### src/rtl/debug_trace_pkg.sv
// debug_trace_pkg: register map and bit positions shared by the trace capture block
package debug_trace_pkg;
  localparam logic [2:0] ADDR_STATUS   = 3'd0;
  localparam logic [2:0] ADDR_CONTROL  = 3'd1;
  localparam logic [2:0] ADDR_HEAD_TS  = 3'd2;
  localparam logic [2:0] ADDR_HEAD_VAL = 3'd3;
  localparam logic [2:0] ADDR_NOW      = 3'd4;
  localparam logic [2:0] ADDR_LAST     = 3'd5;
  localparam int ST_EMPTY     = 0;
  localparam int ST_FULL      = 1;
  localparam int ST_OVERFLOW  = 2;
  localparam int ST_COUNT_LSB = 8;
  localparam int CTL_ENABLE   = 0;
  localparam int CTL_IRQ_EN   = 1;
  localparam int CTL_CLEAR    = 2;
endpackage

### src/rtl/debug_trace_fifo.sv
// debug_trace_fifo: show-ahead synchronous FIFO with clear and push+pop at full
module debug_trace_fifo #(
  parameter int WIDTH = 64,
  parameter int DEPTH = 16
) (
  input  logic                     clk,
  input  logic                     reset_n,
  input  logic                     push,
  input  logic                     pop,
  input  logic                     clear,
  input  logic [WIDTH-1:0]         wdata,
  output logic [WIDTH-1:0]         head,
  output logic [$clog2(DEPTH):0]   count,
  output logic                     empty,
  output logic                     full
);
  localparam int PW = $clog2(DEPTH);
  localparam int CW = PW + 1;
  logic [WIDTH-1:0] mem [DEPTH];
  logic [PW-1:0] wr_ptr, rd_ptr;
  logic do_push, do_pop;
  // a full FIFO still accepts a push when the head leaves in the same cycle
  assign do_pop  = pop & ~empty;
  assign do_push = push & (~full | do_pop);
  assign empty   = count == '0;
  assign full    = count == CW'(DEPTH);
  assign head    = mem[rd_ptr];
  // storage write; contents need no reset since pointers define validity
  always_ff @(posedge clk)
    if (do_push && !clear) mem[wr_ptr] <= wdata;
  // pointer and occupancy tracking; clear dominates any same-cycle push/pop
  always_ff @(posedge clk or negedge reset_n)
    if (!reset_n) begin
      wr_ptr <= '0;
      rd_ptr <= '0;
      count  <= '0;
    end else if (clear) begin
      wr_ptr <= '0;
      rd_ptr <= '0;
      count  <= '0;
    end else begin
      if (do_push) wr_ptr <= wr_ptr + PW'(1);
      if (do_pop) rd_ptr <= rd_ptr + PW'(1);
      count <= count + CW'(do_push) - CW'(do_pop);
    end
endmodule

### src/rtl/debug_trace_capture.sv
// debug_trace_capture: timestamps changes on the debug PIO word and queues them for Avalon-MM readout
module debug_trace_capture
  import debug_trace_pkg::*;
#(
  parameter int DEPTH    = 16,
  parameter int TS_WIDTH = 32
) (
  input  logic        clk,
  input  logic        reset_n,
  input  logic [31:0] debug_in,
  input  logic [2:0]  address,
  input  logic        chipselect,
  input  logic        read_n,
  input  logic        write_n,
  input  logic [31:0] writedata,
  output logic [31:0] readdata,
  output logic        irq
);
  localparam int W  = 32 + TS_WIDTH;
  localparam int CW = $clog2(DEPTH) + 1;
  logic [TS_WIDTH-1:0] ts_counter;
  logic [31:0] last_val, status, head_ts, head_val;
  logic [W-1:0] head;
  logic [CW-1:0] count;
  logic enable, irq_en, overflow, empty, full;
  logic rd, ctl_wr, clear, capture, pop;
  logic unused_wdata;
  assign rd           = chipselect & ~read_n;
  assign ctl_wr       = chipselect & ~write_n & (address == ADDR_CONTROL);
  assign clear        = ctl_wr & writedata[CTL_CLEAR];
  assign capture      = enable & (debug_in != last_val);
  assign pop          = rd & (address == ADDR_HEAD_VAL);
  assign unused_wdata = ^writedata[31:3];
  debug_trace_fifo #(.WIDTH(W), .DEPTH(DEPTH)) fifo (
    .clk     (clk),
    .reset_n (reset_n),
    .push    (capture),
    .pop     (pop),
    .clear   (clear),
    .wdata   ({ts_counter, debug_in}),
    .head    (head),
    .count   (count),
    .empty   (empty),
    .full    (full)
  );
  // sampler, free-running timestamp, control bits and sticky overflow
  always_ff @(posedge clk or negedge reset_n)
    if (!reset_n) begin
      last_val   <= '0;
      ts_counter <= '0;
      enable     <= 1'b0;
      irq_en     <= 1'b0;
      overflow   <= 1'b0;
    end else begin
      last_val   <= debug_in;
      ts_counter <= ts_counter + TS_WIDTH'(1);
      if (ctl_wr) begin
        enable <= writedata[CTL_ENABLE];
        irq_en <= writedata[CTL_IRQ_EN];
      end
      overflow <= clear ? 1'b0 : (overflow | (capture & full & ~pop));
    end
  assign irq      = irq_en & ~empty;
  assign status   = {15'd0, 9'(count), 5'd0, overflow, full, empty};
  assign head_ts  = empty ? '0 : 32'(head[W-1:32]);
  assign head_val = empty ? '0 : head[31:0];
  // zero-wait-state read mux straight from registers
  always_comb
    readdata = address == ADDR_STATUS   ? status :
               address == ADDR_CONTROL  ? {30'd0, irq_en, enable} :
               address == ADDR_HEAD_TS  ? head_ts :
               address == ADDR_HEAD_VAL ? head_val :
               address == ADDR_NOW      ? 32'(ts_counter) :
               address == ADDR_LAST     ? last_val : '0;
endmodule
### config.mk
export PLATFORM = sky130hd
export DESIGN_NAME = debug_trace_capture
export DESIGN_NICKNAME = d
export VERILOG_FILES = /design/src/rtl/debug_trace_pkg.sv /design/src/rtl/debug_trace_fifo.sv /design/src/rtl/debug_trace_capture.sv
export SDC_FILE = /design/constraint.sdc
export NUM_CORES = 1
export LEC_CHECK = 0
export CAP_MARGIN = 20
export CORE_MARGIN = 2
export CORE_UTILIZATION = 65
export CTS_BUF_LIST = sky130_fd_sc_hd__clkbuf_4
export CTS_CLUSTER_DIAMETER = 50
export DETAILED_ROUTE_END_ITERATION = 16
export PLACE_DENSITY = 0.83
export SLEW_MARGIN = 20
export SYNTH_ARGS = -nofsm -noshare
export SYNTH_HDL_FRONTEND = slang
export SYNTH_HIERARCHICAL = 1
export SYNTH_SLANG_ARGS = --single-unit
### constraint.sdc
create_clock -name clk -period 15.4 [get_ports clk]
set_input_delay 2.31 -clock clk [delete_from_list [all_inputs] [get_ports clk]]
set_output_delay 2.31 -clock clk [all_outputs]
set_load 0.01 [all_outputs]
* Word-level counts from Yosys, hierarchy flattened
Memories as Yosys holds them, arrays and structs flattened.
Cells that the tools add are included.
** Word-level totals
- Logic and storage cells :: 61
- Bits of input ports :: 72
- Bits in registers :: 80
- RAM bits :: 1024
- Output and inout bits :: 33
- Memories :: 1
** Cells by class
- Bitwise operators :: 18
- Equal/unequal tests :: 7
- Muxes and demuxes :: 16
- Reductions and logical operators :: 6
- $add $sub $neg :: 5
** Memory list
- fifo.mem :: depth 16, width 64, read ports 1, clocked after memory_dff 0, write ports 1, line debug_trace_fifo.sv:19 : logic [WIDTH-1:0] mem [DEPTH];
** Operator list (count)
- 32-bit two-way mux :: 8
- 32-bit by 1-bit adder with 32-bit output (second input constant) :: 1
- 32-bit inequality test :: 1
- 4-bit two-way mux :: 4
- 1-bit bitwise AND :: 11
- 4-bit by 1-bit adder with 4-bit output (second input constant) :: 2
- 3-bit by 2-bit == test with 1-bit output (second input constant) :: 2
- 3-bit == test (second input constant) :: 2
- 5-bit by 1-bit adder with 5-bit output :: 1
- 5-bit == test (second input constant) :: 1
- 5-bit zero test :: 1
- 5-bit two-way mux :: 1
- 1-bit inverter :: 5
- 5-bit by 1-bit subtractor with 5-bit output :: 1
- 2-bit nonzero test :: 2
- 3-bit by 1-bit == test with 1-bit output (second input constant) :: 1
- 3-bit zero test :: 1
- 1-bit two-way mux :: 3
- 1-bit OR :: 2
- 1-bit logical AND :: 1
- 1-bit zero test :: 1

* Logic depth before layout (Yosys ltp)
- Depth after elaboration :: 9
- Depth in mapped cells :: 14
- Depth with buffers taken out :: 14

* Hierarchy
Netlist, hierarchy kept.
** By module, submodules not included
- debug_trace_fifo :: area an instance 39948.3 sq um, cells each 1940, seq. area each 31074.8 sq um, instances 1
- debug_trace_capture :: area an instance 3437.0 sq um, cells each 345, seq. area each 1676.6 sq um, instances 1

* Least setup slack after synthesis
No wires, ideal clock.
- Path type :: input port to flip-flop
- Start :: input address[2]
- End :: memory fifo.mem[1][0] (enable)
- Path buffers :: 2
- Arrival time :: 9.428 ns
- Required time :: 14.756 ns
- Path slack :: 5.328 ns
- Stages :: 6
- Setup time :: 0.644 ns
- Path through :: clkbuf_1 > nand3b_1 > nor3b_1 > clkbuf_1 > o21ai_1 > nor4_1
** On the way
- Cells in the longest elaborated chain, start to end :: 8
- Elaborated cells on any way between the ends :: 12
- Classes of those cells :: eq/ne: 2; mux: 2; bitwise: 6; reduce/logical: 2
** RTL lines
- from (decl) :: line debug_trace_capture.sv:11 : input logic [2:0] address,
- 3-bit by 2-bit == test with 1-bit output :: line debug_trace_capture.sv:32 : assign pop = rd & (address == ADDR_HEAD_VAL);
- 1-bit bitwise AND :: line debug_trace_capture.sv:32
- via pop :: line debug_trace_capture.sv:26 : logic rd, ctl_wr, clear, capture, pop;
- 1-bit bitwise AND :: line debug_trace_fifo.sv:23 : assign do_pop = pop & ~empty;
- 1-bit OR :: line debug_trace_fifo.sv:24 : assign do_push = push & (~full | do_pop);
- 1-bit bitwise AND :: line debug_trace_fifo.sv:24
- 1-bit logical AND :: line debug_trace_fifo.sv:30 : if (do_push && !clear) mem[wr_ptr] <= wdata;
- 1-bit two-way mux :: line debug_trace_fifo.sv:30
- 1-bit two-way mux (implied by the code) :: line debug_trace_fifo.sv:30
- to (decl) :: line debug_trace_fifo.sv:19
The timed path passes the listed nets, and every way through them passes these cells.

* Worst setup path after layout
- Start :: register fifo.rd_ptr[2]
- End :: output readdata[1]
** On the way
- Elaborated cells on any way between the ends :: 7
- Classes of those cells :: mux: 6; memory: 1
** RTL lines
- from (decl) :: line debug_trace_fifo.sv:20 : logic [PW-1:0] wr_ptr, rd_ptr;
- from (signal assigned) :: line debug_trace_fifo.sv:43 : if (do_pop) rd_ptr <= rd_ptr + PW'(1);
- memory 16 x 64 bit
- via head[33] :: line debug_trace_capture.sv:23 : logic [W-1:0] head;
- 32-bit two-way mux :: line debug_trace_capture.sv:65 : assign head_ts = empty ? '0 : 32'(head[W-1:32]);
- 32-bit two-way mux :: line debug_trace_capture.sv:71 : address == ADDR_HEAD_TS ? head_ts :
- 32-bit two-way mux :: line debug_trace_capture.sv:70 : address == ADDR_CONTROL ? {30'd0, irq_en, enable} :
- 32-bit two-way mux :: line debug_trace_capture.sv:69 : readdata = address == ADDR_STATUS ? status :
- to (decl) :: line debug_trace_capture.sv:16 : output logic [31:0] readdata,
The timed path passes the listed nets, and every way through them passes these cells.

==> impl_metrics.tcl <==
set metrics [dict create \
    status "finished clean" \
    cap_violations 0 \
    cts_tree "done" \
    portBuffers 75 \
    reg2reg_slack_ns 11.09 \
    vdd_ir_drop_max_mv 0.116 \
    layout-drive-gt1-share_pct 23.9 \
    placed_cells 3158 \
    crit_type "reg2out" \
    worstMarginPinSlew_ns 1.17 \
    first_global_vias 25400 \
    synth-edff-count 1024 \
    leakage_nw 16.3 \
    grt_overflow_total 0 \
    cts_sinks 1104 \
    synth_seq_area_share_pct 75.5 \
    wl_per_cell_um 29.7 \
    fin_crit_sh_pct 57.9 \
    ctsHoldBuffers 0 \
    yosys.area.top_type "edfxtp_1" \
    synth_area_leaders "edfxtp_1, mux4_2, mux2i_1" \
    place_worst_setup_slack_ns 7.16 \
    root_buffer "clkbuf_4" \
    drt_wl_total_um 108000 \
    crit_path_end "readdata[1]" \
    ys_ff_latch 1104 \
    die_w_um 262 \
    fmax_mhz 112 \
    synthFlopType "edfxtp_1" \
    finalMaxSlewViolations 0 \
    relSlewSlack_pct 22.1 \
    area_growth_pct 12.1 \
    layoutNonFillerInstCount 3648 \
    fp.dieH_um 262 \
    synth.distinct_cells 51 \
    grt_max_degree 100 \
    htreeDepth 5 \
    drtAntennaViolNets 0 \
    ios 105 \
    post-cts-setup-buffers 0 \
    drt_drc_violations_left 0 \
    syn_area_um2 43400 \
    combPwrFrac_pct 22.1 \
    reg2reg_from "last_val[1]" \
    critPathLaunchType "flop" \
    required_ns 13.09 \
    critPathArrivalTime_ns 6.60 \
    dr.first_iter.drc_count 3657 \
    worstSetupEndpointType "primary output" \
    setup_ws_ns 6.49 \
    min_path_type "reg2reg" \
    power.total_mw 7.83 \
    cts_buffer_depth 4 \
    hold_viol 0 \
    p_clk_share_pct 31.3 \
    numCtsBuffers 287 \
    seqPwrFrac_pct 46.7 \
    synth_top_area_share_pct 70.9 \
    layout.nets 2669 \
    ctsResizeCount 0 \
    swShare_pct 29.4 \
    hpwl_um 56700 \
    r2r-end "fifo/mem[14][59]" \
    cp_max_fo 59 \
    num_vias 24800 \
    num_rows 94 \
    reg2reg_depth 9 \
    die-area_um2 68800 \
    async_reset_ff_share_pct 7.25 \
    grtUsageTotal_pct 31.9 \
    antenna_found_initial 3 \
    rsz0062_at_grt "no" \
    syn_nets 2369 \
    dr.pass1.iters 8 \
    p_per_area_nw_per_um2 161 \
    insertion_delay_ns 1.13 \
    utilization_pct 73.9 \
    start_util_pct 65.9 \
    power.switching_mw 2.30 \
    gp_congestion 0.855 \
    fin_skew_ns 0.104 \
    layout_min_cycle_time_ns 8.91 \
    vias_per_cell 6.80 \
    syn_avg_cell_area_um2 19.0 \
    tns_ns 0 \
    p_int_mw 5.53 \
    grt_pass1_wl_um 160000 \
    syn_inst 2285 \
    finalSetupViolations 0 \
    critPathLaunch "fifo/rd_ptr[2]" \
    yosysWarnings 6 \
    path_clk_slew_ns 0.07 \
    core_area_um2 65900 \
]
[metal layers]
layer	wire length, um	up-vias	global-route usage [%]
li1	-	10200	-
met2	50800	1963	48.0
met3	14900	222	9.27
met4	2950	4	12.1
met5	142	-	1.32
met1	39500	12400	45.0
[layout make-up]
type,instances,area (um^2)
antenna,2,5.00
clock buffer,417,3130
clock inverter,69,377
fill,3626,17200
inverter,13,48.8
multi-input combinational,1044,9980
sequential,1104,32800
tap,864,1080
timing repair buffer,135,1260
[logic make-up after synthesis]
| family | Yosys count | share of synthesized area (%) |
|---|---|---|
| simple gates | 249 | 2.61 |
| xor+xnor | 71 | 1.43 |
| compound gates | 319 | 5.52 |
| buf+inv | 137 | 1.81 |
| mux | 393 | 12.8 |
| flops | 1104 | 75.5 |
| fa+ha+maj | 12 | 0.363 |
[flip-flops by register name, summed over array words and instances (netlist names)]
| register | flops |
|---|---|
| fifo/rd_ptr | 4 |
| enable | 1 |
| overflow | 1 |
| irq_en | 1 |
| fifo/mem | 1024 |
| fifo/count | 5 |
| fifo/wr_ptr | 4 |
| last_val | 32 |
| ts_counter | 32 |
[critical path: stages (launching register included)]
cell and delay [ns]:
dfrtp_2 0.34, buf_4 0.52, buf_4 0.60, and2_4 0.59
buf_4 0.56, buf_4 0.82, a221oi_1 0.23, a22oi_1 0.24
nand2_1 0.12, a221oi_1 0.61, o21ai_0 0.21, clkdlybuf4s50_1 0.55
[synth_stat cells, types with 2 or more instances]
cell type / count
nor3b_1: 2
nand3b_1: 3
nand3_1: 16
nor2b_1: 5
nand4_1: 13
buf_2: 20
nor2_2: 3
a22oi_1: 70
nand2b_1: 3
o21ai_0: 73
clkbuf_1: 58
mux4_2: 128
a211oi_1: 2
a222oi_1: 24
o21ai_1: 4
nor2_1: 35
buf_1: 7
mux2i_1: 263
dfrtp_1: 80
xor2_1: 14
a21oi_1: 12
edfxtp_1: 1024
buf_4: 12
buf_6: 27
nor3_1: 10
nor4_1: 5
a221oi_1: 130
nand2_1: 137
ha_1: 11
xnor2_1: 57
and2_1: 2
inv_1: 12
mux2_2: 2
and3_1: 4
[through the flow]
| stage | area, um^2 | hold slack, ns |
|---|---|---|
| 2_1_floorplan | 43400 | 0.473 |
| 3_3_place_gp | 45100 | 0.498 |
| 3_5_place_dp | 45100 | 0.512 |
| 4_1_cts | 48600 | 0.512 |
| 5_1_grt | 48600 | 0.541 |
| 6_report | 48600 | 0.525 |
[cell usage in the layout (no fill, tap or decap), types with 4 or more instances in the layout]
cell type	count
edfxtp_1	1024
clkbuf_4	417
mux2i_1	263
nand2_1	137
a221oi_1	130
mux4_2	128
dfrtp_1	76
clkdlybuf4s50_1	74
o21ai_0	73
a22oi_1	70
xnor2_1	57
buf_4	57
clkinv_1	52
nor2_1	26
a222oi_1	24
nand3_1	16
xor2_1	14
nand4_1	13
a21oi_1	12
inv_1	11
ha_1	11
clkinv_2	10
nor2_4	8
nor3_2	7
inv_2	5
and3_1	4
nor2_2	4
o21ai_1	4
nor2b_1	4
bufinv_16	4
[worst min-delay path by stage]
stage | start | to | depth (start not counted)
global placement | ts_counter[8] | fifo/mem[13][40] | 0
detailed placement | ts_counter[8] | fifo/mem[13][40] | 0
finish | ts_counter[8] | fifo/mem[13][40] | 0
CTS | ts_counter[8] | fifo/mem[13][40] | 0
floorplan | overflow | overflow | 1
global route | ts_counter[8] | fifo/mem[13][40] | 0
[power by group through the flow]
stage / Clock (mW) / Sequential (mW) / Combinational [mW]
floorplan: 0 / 3.66 / 1.27
global placement: 0 / 3.69 / 1.65
detailed placement: 0 / 3.71 / 1.69
CTS: 2.48 / 3.65 / 1.71
global route: 2.64 / 3.67 / 1.82
finish: 2.45 / 3.65 / 1.73
Note: power is estimated with default switching activity, not from simulation.
